`src/rtl/audio_gain_fifo_pkg.sv`:
```
// Shared types and the shift-and-saturate helper for the audio gain stage.
// sat_shift works on wide vectors so that one function covers every parameterisation.
package audio_pkg;

    localparam int unsigned DATA_W_DEF = 32;
    localparam int unsigned GAIN_W_DEF = 8;
    localparam int unsigned UNITY_GAIN = 1 << (GAIN_W_DEF - 2);

    // Headroom for any product DATA_W+GAIN_W+1 up to SAT_W bits, results up to VAL_W bits.
    localparam int unsigned SAT_W = 128;
    localparam int unsigned VAL_W = 64;

    typedef struct packed {
        logic signed [DATA_W_DEF-1:0] l;
        logic signed [DATA_W_DEF-1:0] r;
    } sample_t;

    typedef struct packed {
        logic [VAL_W-1:0] value;
        logic             clip;
    } sat_t;

    function automatic sat_t sat_shift(input logic signed [SAT_W-1:0] prod,
                                       input int unsigned shift,
                                       input int unsigned data_w);
        logic signed [SAT_W-1:0] sh;
        logic signed [SAT_W-1:0] hi;
        logic signed [SAT_W-1:0] lo;
        sat_t res;
        sh = prod >>> shift;
        for (int i = 0; i < int'(SAT_W); i++) begin
            hi[i] = (i < int'(data_w) - 1);
        end
        lo = ~hi;
        res.clip = 1'b1;
        if (sh > hi) begin
            res.value = hi[VAL_W-1:0];
        end else if (sh < lo) begin
            res.value = lo[VAL_W-1:0];
        end else begin
            res.value = sh[VAL_W-1:0];
            res.clip  = 1'b0;
        end
        return res;
    endfunction

endpackage

```
`src/rtl/audio_sample_fifo.sv`:
```
// Show-ahead register-array FIFO holding packed stereo samples.
// DEPTH must be a power of two so the pointers wrap naturally.
module audio_sample_fifo #(
    parameter int unsigned WIDTH = 64,
    parameter int unsigned DEPTH = 4
) (
    input  logic                     clk,
    input  logic                     reset,
    input  logic                     push,
    input  logic [WIDTH-1:0]         push_data,
    input  logic                     pop,
    output logic [WIDTH-1:0]         pop_data,
    output logic [$clog2(DEPTH):0]   level,
    output logic                     empty,
    output logic                     full
);

    localparam int unsigned AW    = $clog2(DEPTH);
    localparam int unsigned LVL_W = AW + 1;

    logic [WIDTH-1:0] mem [DEPTH];
    logic [AW-1:0]    wr_ptr_q;
    logic [AW-1:0]    rd_ptr_q;
    logic [LVL_W-1:0] level_q;
    logic             do_push;
    logic             do_pop;

    always_comb begin
        empty    = (level_q == '0);
        full     = (level_q == LVL_W'(DEPTH));
        do_push  = push && !full;
        do_pop   = pop && !empty;
        pop_data = mem[rd_ptr_q];
        level    = level_q;
    end

    always_ff @(posedge clk) begin
        if (do_push) begin
            mem[wr_ptr_q] <= push_data;
        end
    end

    always_ff @(posedge clk) begin
        if (reset) begin
            wr_ptr_q <= '0;
            rd_ptr_q <= '0;
            level_q  <= '0;
        end else begin
            if (do_push) begin
                wr_ptr_q <= wr_ptr_q + AW'(1);
            end
            if (do_pop) begin
                rd_ptr_q <= rd_ptr_q + AW'(1);
            end
            unique case ({do_push, do_pop})
                2'b10:   level_q <= level_q + LVL_W'(1);
                2'b01:   level_q <= level_q - LVL_W'(1);
                default: level_q <= level_q;
            endcase
        end
    end

endmodule

```
`src/rtl/audio_gain_fifo.sv`:
```
// Stereo gain stage: credit-gated input, soft-mute gain ramp, two-stage multiply/saturate
// pipeline with sticky clip flags, and a show-ahead output FIFO.
module audio_gain_fifo
    import audio_pkg::*;
#(
    parameter int unsigned DATA_W    = 32,
    parameter int unsigned GAIN_W    = 8,
    parameter int unsigned DEPTH     = 4,
    parameter int unsigned RAMP_STEP = 1
) (
    input  logic                     CLOCK_50,
    input  logic                     reset,
    input  logic                     audio_in_available,
    output logic                     read_audio_in,
    input  logic [DATA_W-1:0]        audio_in_L,
    input  logic [DATA_W-1:0]        audio_in_R,
    input  logic                     audio_out_allowed,
    output logic                     write_audio_out,
    output logic [DATA_W-1:0]        audio_out_L,
    output logic [DATA_W-1:0]        audio_out_R,
    input  logic [GAIN_W-1:0]        gain,
    input  logic                     mute,
    input  logic                     bypass,
    input  logic                     clip_clear,
    output logic                     clip_L,
    output logic                     clip_R,
    output logic [$clog2(DEPTH):0]   fifo_level
);

    localparam int unsigned LVL_W = $clog2(DEPTH) + 1;
    localparam int unsigned PW    = DATA_W + GAIN_W + 1;
    localparam logic [GAIN_W-1:0] UNITY = GAIN_W'(1) << (GAIN_W - 2);
    localparam logic [GAIN_W:0]   STEP  = (GAIN_W + 1)'(RAMP_STEP);

    logic              s1_valid_q, s1_bypass_q, s2_valid_q;
    logic [DATA_W-1:0] s1_l_q, s1_r_q, s2_l_q, s2_r_q;
    logic [GAIN_W-1:0] s1_gain_q, cur_gain_q, cur_gain_d, target;
    logic              clip_l_q, clip_r_q;

    logic [LVL_W:0]          occupancy;
    logic                    fifo_empty, fifo_full;
    logic [2*DATA_W-1:0]     fifo_head;
    logic signed [PW-1:0]    ext_l, ext_r, ext_g, prod_l, prod_r;
    sat_t                    sat_l, sat_r;
    logic [DATA_W-1:0]       s2_l_d, s2_r_d;
    logic                    clip_l_set, clip_r_set;
    logic                    unused_bits;

    // Every accepted sample occupies either a pipeline stage or a FIFO slot.
    always_comb begin
        occupancy       = {1'b0, fifo_level} + (LVL_W + 1)'(s1_valid_q) +
                          (LVL_W + 1)'(s2_valid_q);
        read_audio_in   = !reset && audio_in_available && (occupancy < (LVL_W + 1)'(DEPTH));
        write_audio_out = !reset && audio_out_allowed && !fifo_empty;
        audio_out_L     = fifo_empty ? '0 : fifo_head[2*DATA_W-1:DATA_W];
        audio_out_R     = fifo_empty ? '0 : fifo_head[DATA_W-1:0];
        clip_L          = clip_l_q;
        clip_R          = clip_r_q;
    end

    always_comb begin
        target     = mute ? '0 : gain;
        cur_gain_d = cur_gain_q;
        if (read_audio_in) begin
            if (cur_gain_q < target) begin
                cur_gain_d = ({1'b0, target - cur_gain_q} > STEP) ?
                             cur_gain_q + STEP[GAIN_W-1:0] : target;
            end else if (cur_gain_q > target) begin
                cur_gain_d = ({1'b0, cur_gain_q - target} > STEP) ?
                             cur_gain_q - STEP[GAIN_W-1:0] : target;
            end
        end
    end

    always_comb begin
        ext_l  = {{(GAIN_W + 1){s1_l_q[DATA_W-1]}}, s1_l_q};
        ext_r  = {{(GAIN_W + 1){s1_r_q[DATA_W-1]}}, s1_r_q};
        ext_g  = {{DATA_W{1'b0}}, 1'b0, s1_gain_q};
        prod_l = ext_l * ext_g;
        prod_r = ext_r * ext_g;
        sat_l  = sat_shift({{(SAT_W - PW){prod_l[PW-1]}}, prod_l}, GAIN_W - 2, DATA_W);
        sat_r  = sat_shift({{(SAT_W - PW){prod_r[PW-1]}}, prod_r}, GAIN_W - 2, DATA_W);
        s2_l_d = s1_bypass_q ? s1_l_q : sat_l.value[DATA_W-1:0];
        s2_r_d = s1_bypass_q ? s1_r_q : sat_r.value[DATA_W-1:0];
        clip_l_set = s1_valid_q && !s1_bypass_q && sat_l.clip;
        clip_r_set = s1_valid_q && !s1_bypass_q && sat_r.clip;
    end

    assign unused_bits = ^{sat_l.value[VAL_W-1:DATA_W], sat_r.value[VAL_W-1:DATA_W], fifo_full};

    always_ff @(posedge CLOCK_50) begin
        if (reset) begin
            s1_valid_q  <= 1'b0;
            s1_bypass_q <= 1'b0;
            s1_l_q      <= '0;
            s1_r_q      <= '0;
            s1_gain_q   <= '0;
            s2_valid_q  <= 1'b0;
            s2_l_q      <= '0;
            s2_r_q      <= '0;
            cur_gain_q  <= UNITY;
            clip_l_q    <= 1'b0;
            clip_r_q    <= 1'b0;
        end else begin
            s1_valid_q <= read_audio_in;
            if (read_audio_in) begin
                s1_l_q      <= audio_in_L;
                s1_r_q      <= audio_in_R;
                s1_gain_q   <= cur_gain_q;
                s1_bypass_q <= bypass;
            end
            cur_gain_q <= cur_gain_d;
            s2_valid_q <= s1_valid_q;
            if (s1_valid_q) begin
                s2_l_q <= s2_l_d;
                s2_r_q <= s2_r_d;
            end
            // A new clip outranks a simultaneous clear.
            clip_l_q <= clip_l_set | (clip_l_q & ~clip_clear);
            clip_r_q <= clip_r_set | (clip_r_q & ~clip_clear);
        end
    end

    audio_sample_fifo #(
        .WIDTH (2 * DATA_W),
        .DEPTH (DEPTH)
    ) u_fifo (
        .clk       (CLOCK_50),
        .reset     (reset),
        .push      (s2_valid_q),
        .push_data ({s2_l_q, s2_r_q}),
        .pop       (write_audio_out),
        .pop_data  (fifo_head),
        .level     (fifo_level),
        .empty     (fifo_empty),
        .full      (fifo_full)
    );

endmodule

```
`config.mk`:
```
export PLATFORM = sky130hd
export DESIGN_NAME = audio_gain_fifo
export DESIGN_NICKNAME = d
export VERILOG_FILES = /design/src/rtl/audio_gain_fifo_pkg.sv /design/src/rtl/audio_sample_fifo.sv /design/src/rtl/audio_gain_fifo.sv
export SDC_FILE = /design/constraint.sdc
export NUM_CORES = 2
export LEC_CHECK = 0
export CORE_ASPECT_RATIO = 1.75
export CORE_UTILIZATION = 59
export DETAILED_ROUTE_END_ITERATION = 8
export DONT_BUFFER_PORTS = 1
export PLACE_DENSITY = 0.84
export RECOVER_POWER = 25
export SLEW_MARGIN = 20
export SYNTH_ARGS = -nofsm -noshare
export SYNTH_HDL_FRONTEND = slang
export SYNTH_SLANG_ARGS = --single-unit
```
`constraint.sdc`:
```
create_clock -name CLOCK_50 -period 5.6 [get_ports CLOCK_50]
set_input_delay 1.12 -clock CLOCK_50 [delete_from_list [all_inputs] [get_ports CLOCK_50]]
set_output_delay 1.12 -clock CLOCK_50 [all_outputs]
set_load 0.02 [all_outputs]
```
==> reports/metrics.cfg <==
[outcome]
run_status = finished with violations
violations = setup timing

[place]
dp_hpwl_um = 70100
routabilityCongestion = 0.991
placed_cell_area_um2 = 37200
portBuffers = 0

[pwr]
pwr-share-clk_pct = 35.0
p_int_mw = 5.57
ir_drop_uv = 227
p_seq_share_pct = 43.2
power.switching_mw = 2.49
p_leak_nw = 18.0
switching_share_pct = 30.9
combPwrFrac_pct = 21.8
power.density_nw_per_um2 = 196
p_total_mw = 8.06

[floorplan]
die_y_um = 324
num_rows = 117
coreArea_um2 = 58300
io_pins = 150
die_w_um = 186
start_util_pct = 59.9
die_area_um2 = 60200

[synth]
synthXorXnorAreaFrac_pct = 2.16
post_synth_mux_area_share_pct = 4.25
syn_nets = 4213
synth_largest_area_cell = fa_1
synth_most_common_cell = inv_1
synth_ff_type = edfxtp_1
synth_edf_count = 256
synth_async_sr_flop_share_pct = 0
seq_area_frac_synth_pct = 31.1
avgSynthCellArea_um2 = 9.81
synth_compound_area_share_pct = 9.71
synthAdderAreaFrac_pct = 29.2
syn_inst = 3558
yosysWarnings = 0
synth_top_family_by_area = adder cells
ys_ff_latch = 414
synth.distinct_cells = 78
synthTopCellsByCount = inv_1 (545), nand2_1 (489), fa_1 (397)
synthSimpleGateAreaFrac_pct = 15.3
synth_area_leaders = fa_1 (23%), edfxtp_1 (22%), dfxtp_1 (9.1%)
synth_top_area_share_pct = 22.8
syn_area_um2 = 34900

[flow_run]
cap_violations = 0

[timing]
fin_crit_sh_pct = 106
clock_skew_ns = 0.0402
relSlewSlack_pct = 40.4
whs_ns = 0.489
fin_ws_ns = -0.319
hold_viol = 0
worst_pin_slew_ns = 0.891
finalSetupTns_ns = -11.41
setup_viol = 65
final_max_slew_viol_count = 0
rsz0062_at_grt = true
clock.fmax_mhz = 169
fin_crit_ns = 5.92

[clock_tree]
cts_max_level = 2
cts_hold_buf = 0
cts_buffers = 39
cts.path.max_buffers = 3
clk_root_buffer_cell = clkbuf_16
clk_latency_ns = 0.60
clkSinkCount = 414
cts_tree = built
clk_pin_slew_ns = 0.06

[detailed_routing]
drtAntennaViolNets = 0
avgRoutedWirePerCell_um = 24.0
met3WireLength_um = 10800
routed-via-count = 28500
wl_met1_um = 34700
drc = 0
top_layer = met5
vias_per_cell = 6.30
drt_iter0_markers = 2912
drt-pass1-iter-count = 6
dr_wl_met2_um = 53400
drt_wl_total_um = 109000

[global_routing]
grt_max_degree = 98
grt_first_pass_wirelength_um = 148000
antenna_found_initial = 7
grt_overflow = 0
grtUsageTotal_pct = 32.4
grt_pass1_vias = 28200

[worst_setup_path]
critPathRequiredTime_ns = 6.09
critPathCaptureType = flip-flop
cp-start-kind = flip-flop
critPathMaxFanout = 8
r2r_cells = 23
critPathArrivalTime_ns = 6.41
critical_path_class = flip-flop to flip-flop
reg2reg_slack_ns = -0.32

[final_layout]
final_layout_size_suffix_gt1_share_pct = 19.2
regArea_um2 = 10900
synthToLayoutAreaGrowth_pct = 17.7
multi_input_area_um2 = 22600
nNetsFinal = 4365
design_area_um2 = 41100
num-fill-cells = 3787

[hold_path]
min_path_cells = 2
hold_class = flip-flop to flip-flop

## state kept, by name, indices dropped and copies added (netlist names), named ones only
register	count
u_fifo.rd_ptr_q	2
u_fifo.mem	256
s2_valid_q	1
s1_r_q	32
s2_r_q	32
cur_gain_q	8
u_fifo.wr_ptr_q	2
s1_gain_q	8
s2_l_q	32
s1_l_q	32
clip_R	1
u_fifo.level	3
s1_bypass_q	1
s1_valid_q	1
clip_L	1
## per-stage QoR
stage          cells  utilization (%)  setup WS, ns
3_5_place_dp    4366             63.9        -0.232
3_3_place_gp    4366             63.9        -0.103
2_1_floorplan   3558                -        0.0129
5_1_grt         4516             70.5        -0.403
6_report        4520             70.5        -0.319
4_1_cts         4451             67.1       -0.0398
## area by class of cell
cell class | count | area share [%]
sequential | 414 | 26.5
tap | 773 | 2.35
clock inverter | 22 | 0.548
inverter | 545 | 4.98
clock buffer | 50 | 2.68
multi-input combinational | 2380 | 55.1
antenna | 6 | 0.0365
timing repair buffer | 330 | 7.81
## kinds of logic after synthesis
| group | Yosys count |
|---|---|
| AO/OA/AOI/OAI | 565 |
| XOR/XNOR | 86 |
| adder cells (fa/ha/maj) | 576 |
| buffers and inverters | 764 |
| flip-flops | 414 |
| multiplexers | 68 |
| AND/OR/NAND/NOR | 1085 |
## placed cells by master (no fill, tap or decap), drive strengths merged, types with 26 or more instances in the layout
master  count
a21oi     200
and2      306
buf       317
clkbuf     63
dfxtp     158
edfxtp    256
fa        397
ha        179
inv       553
mux4       64
nand2     489
nand3      27
nand4      26
nor2       79
nor2b      71
nor3       28
o21a       46
o21ai     185
xnor2      42
xor2       44
## layer usage
| layer | GRT usage (%) | vias up |
|---|---|---|
| li1 | - | 11800 |
| met1 | 35.6 | 13900 |
| met2 | 57.0 | 2021 |
| met3 | 4.77 | 781 |
| met4 | 22.6 | 4 |
| met5 | 0 | - |
## power by group through the flow
stage / logic [mW] / clock network [mW] / registers [mW]
global route: 1.87 / 2.93 / 3.49
global placement: 1.43 / 0 / 3.53
CTS: 1.52 / 2.80 / 3.47
finish: 1.76 / 2.82 / 3.48
detailed placement: 1.46 / 0 / 3.54
floorplan: 1.06 / 0 / 3.44
## critical path: stages, from the launching register on
cell and delay, ns:
dfxtp_1 0.48, buf_4 0.24, nand2_1 0.10, fa_1 0.41, inv_1 0.22, fa_1 0.52, fa_1 0.53, inv_1 0.07
fa_1 0.55, inv_1 0.05, ha_1 0.34, buf_4 0.18, nand2_1 0.10, o21ai_2 0.17, buf_4 0.14, a2bb2oi_4 0.18
a31oi_4 0.14, o31ai_4 0.22, xnor2_2 0.11, o31a_1 0.33, buf_4 0.16, buf_12 0.14, o21a_1 0.19, a211oi_2 0.26
## path summary, 6_finish.rpt
path	endpoint	start
max	s2_l_q[24]	s1_l_q[14]
min reg2reg	s1_gain_q[7]	s1_gain_q[7]
min	s1_gain_q[7]	s1_gain_q[7]
max reg2reg	s2_l_q[24]	s1_l_q[14]
## what timing repair did
item,in CTS,in global routing
buffers inserted,10,52
pin swaps,30,110
cloned,3,14
setup endpoints to repair,65,65
resized for setup,86,283
Power figures use the tool's default switching activity.
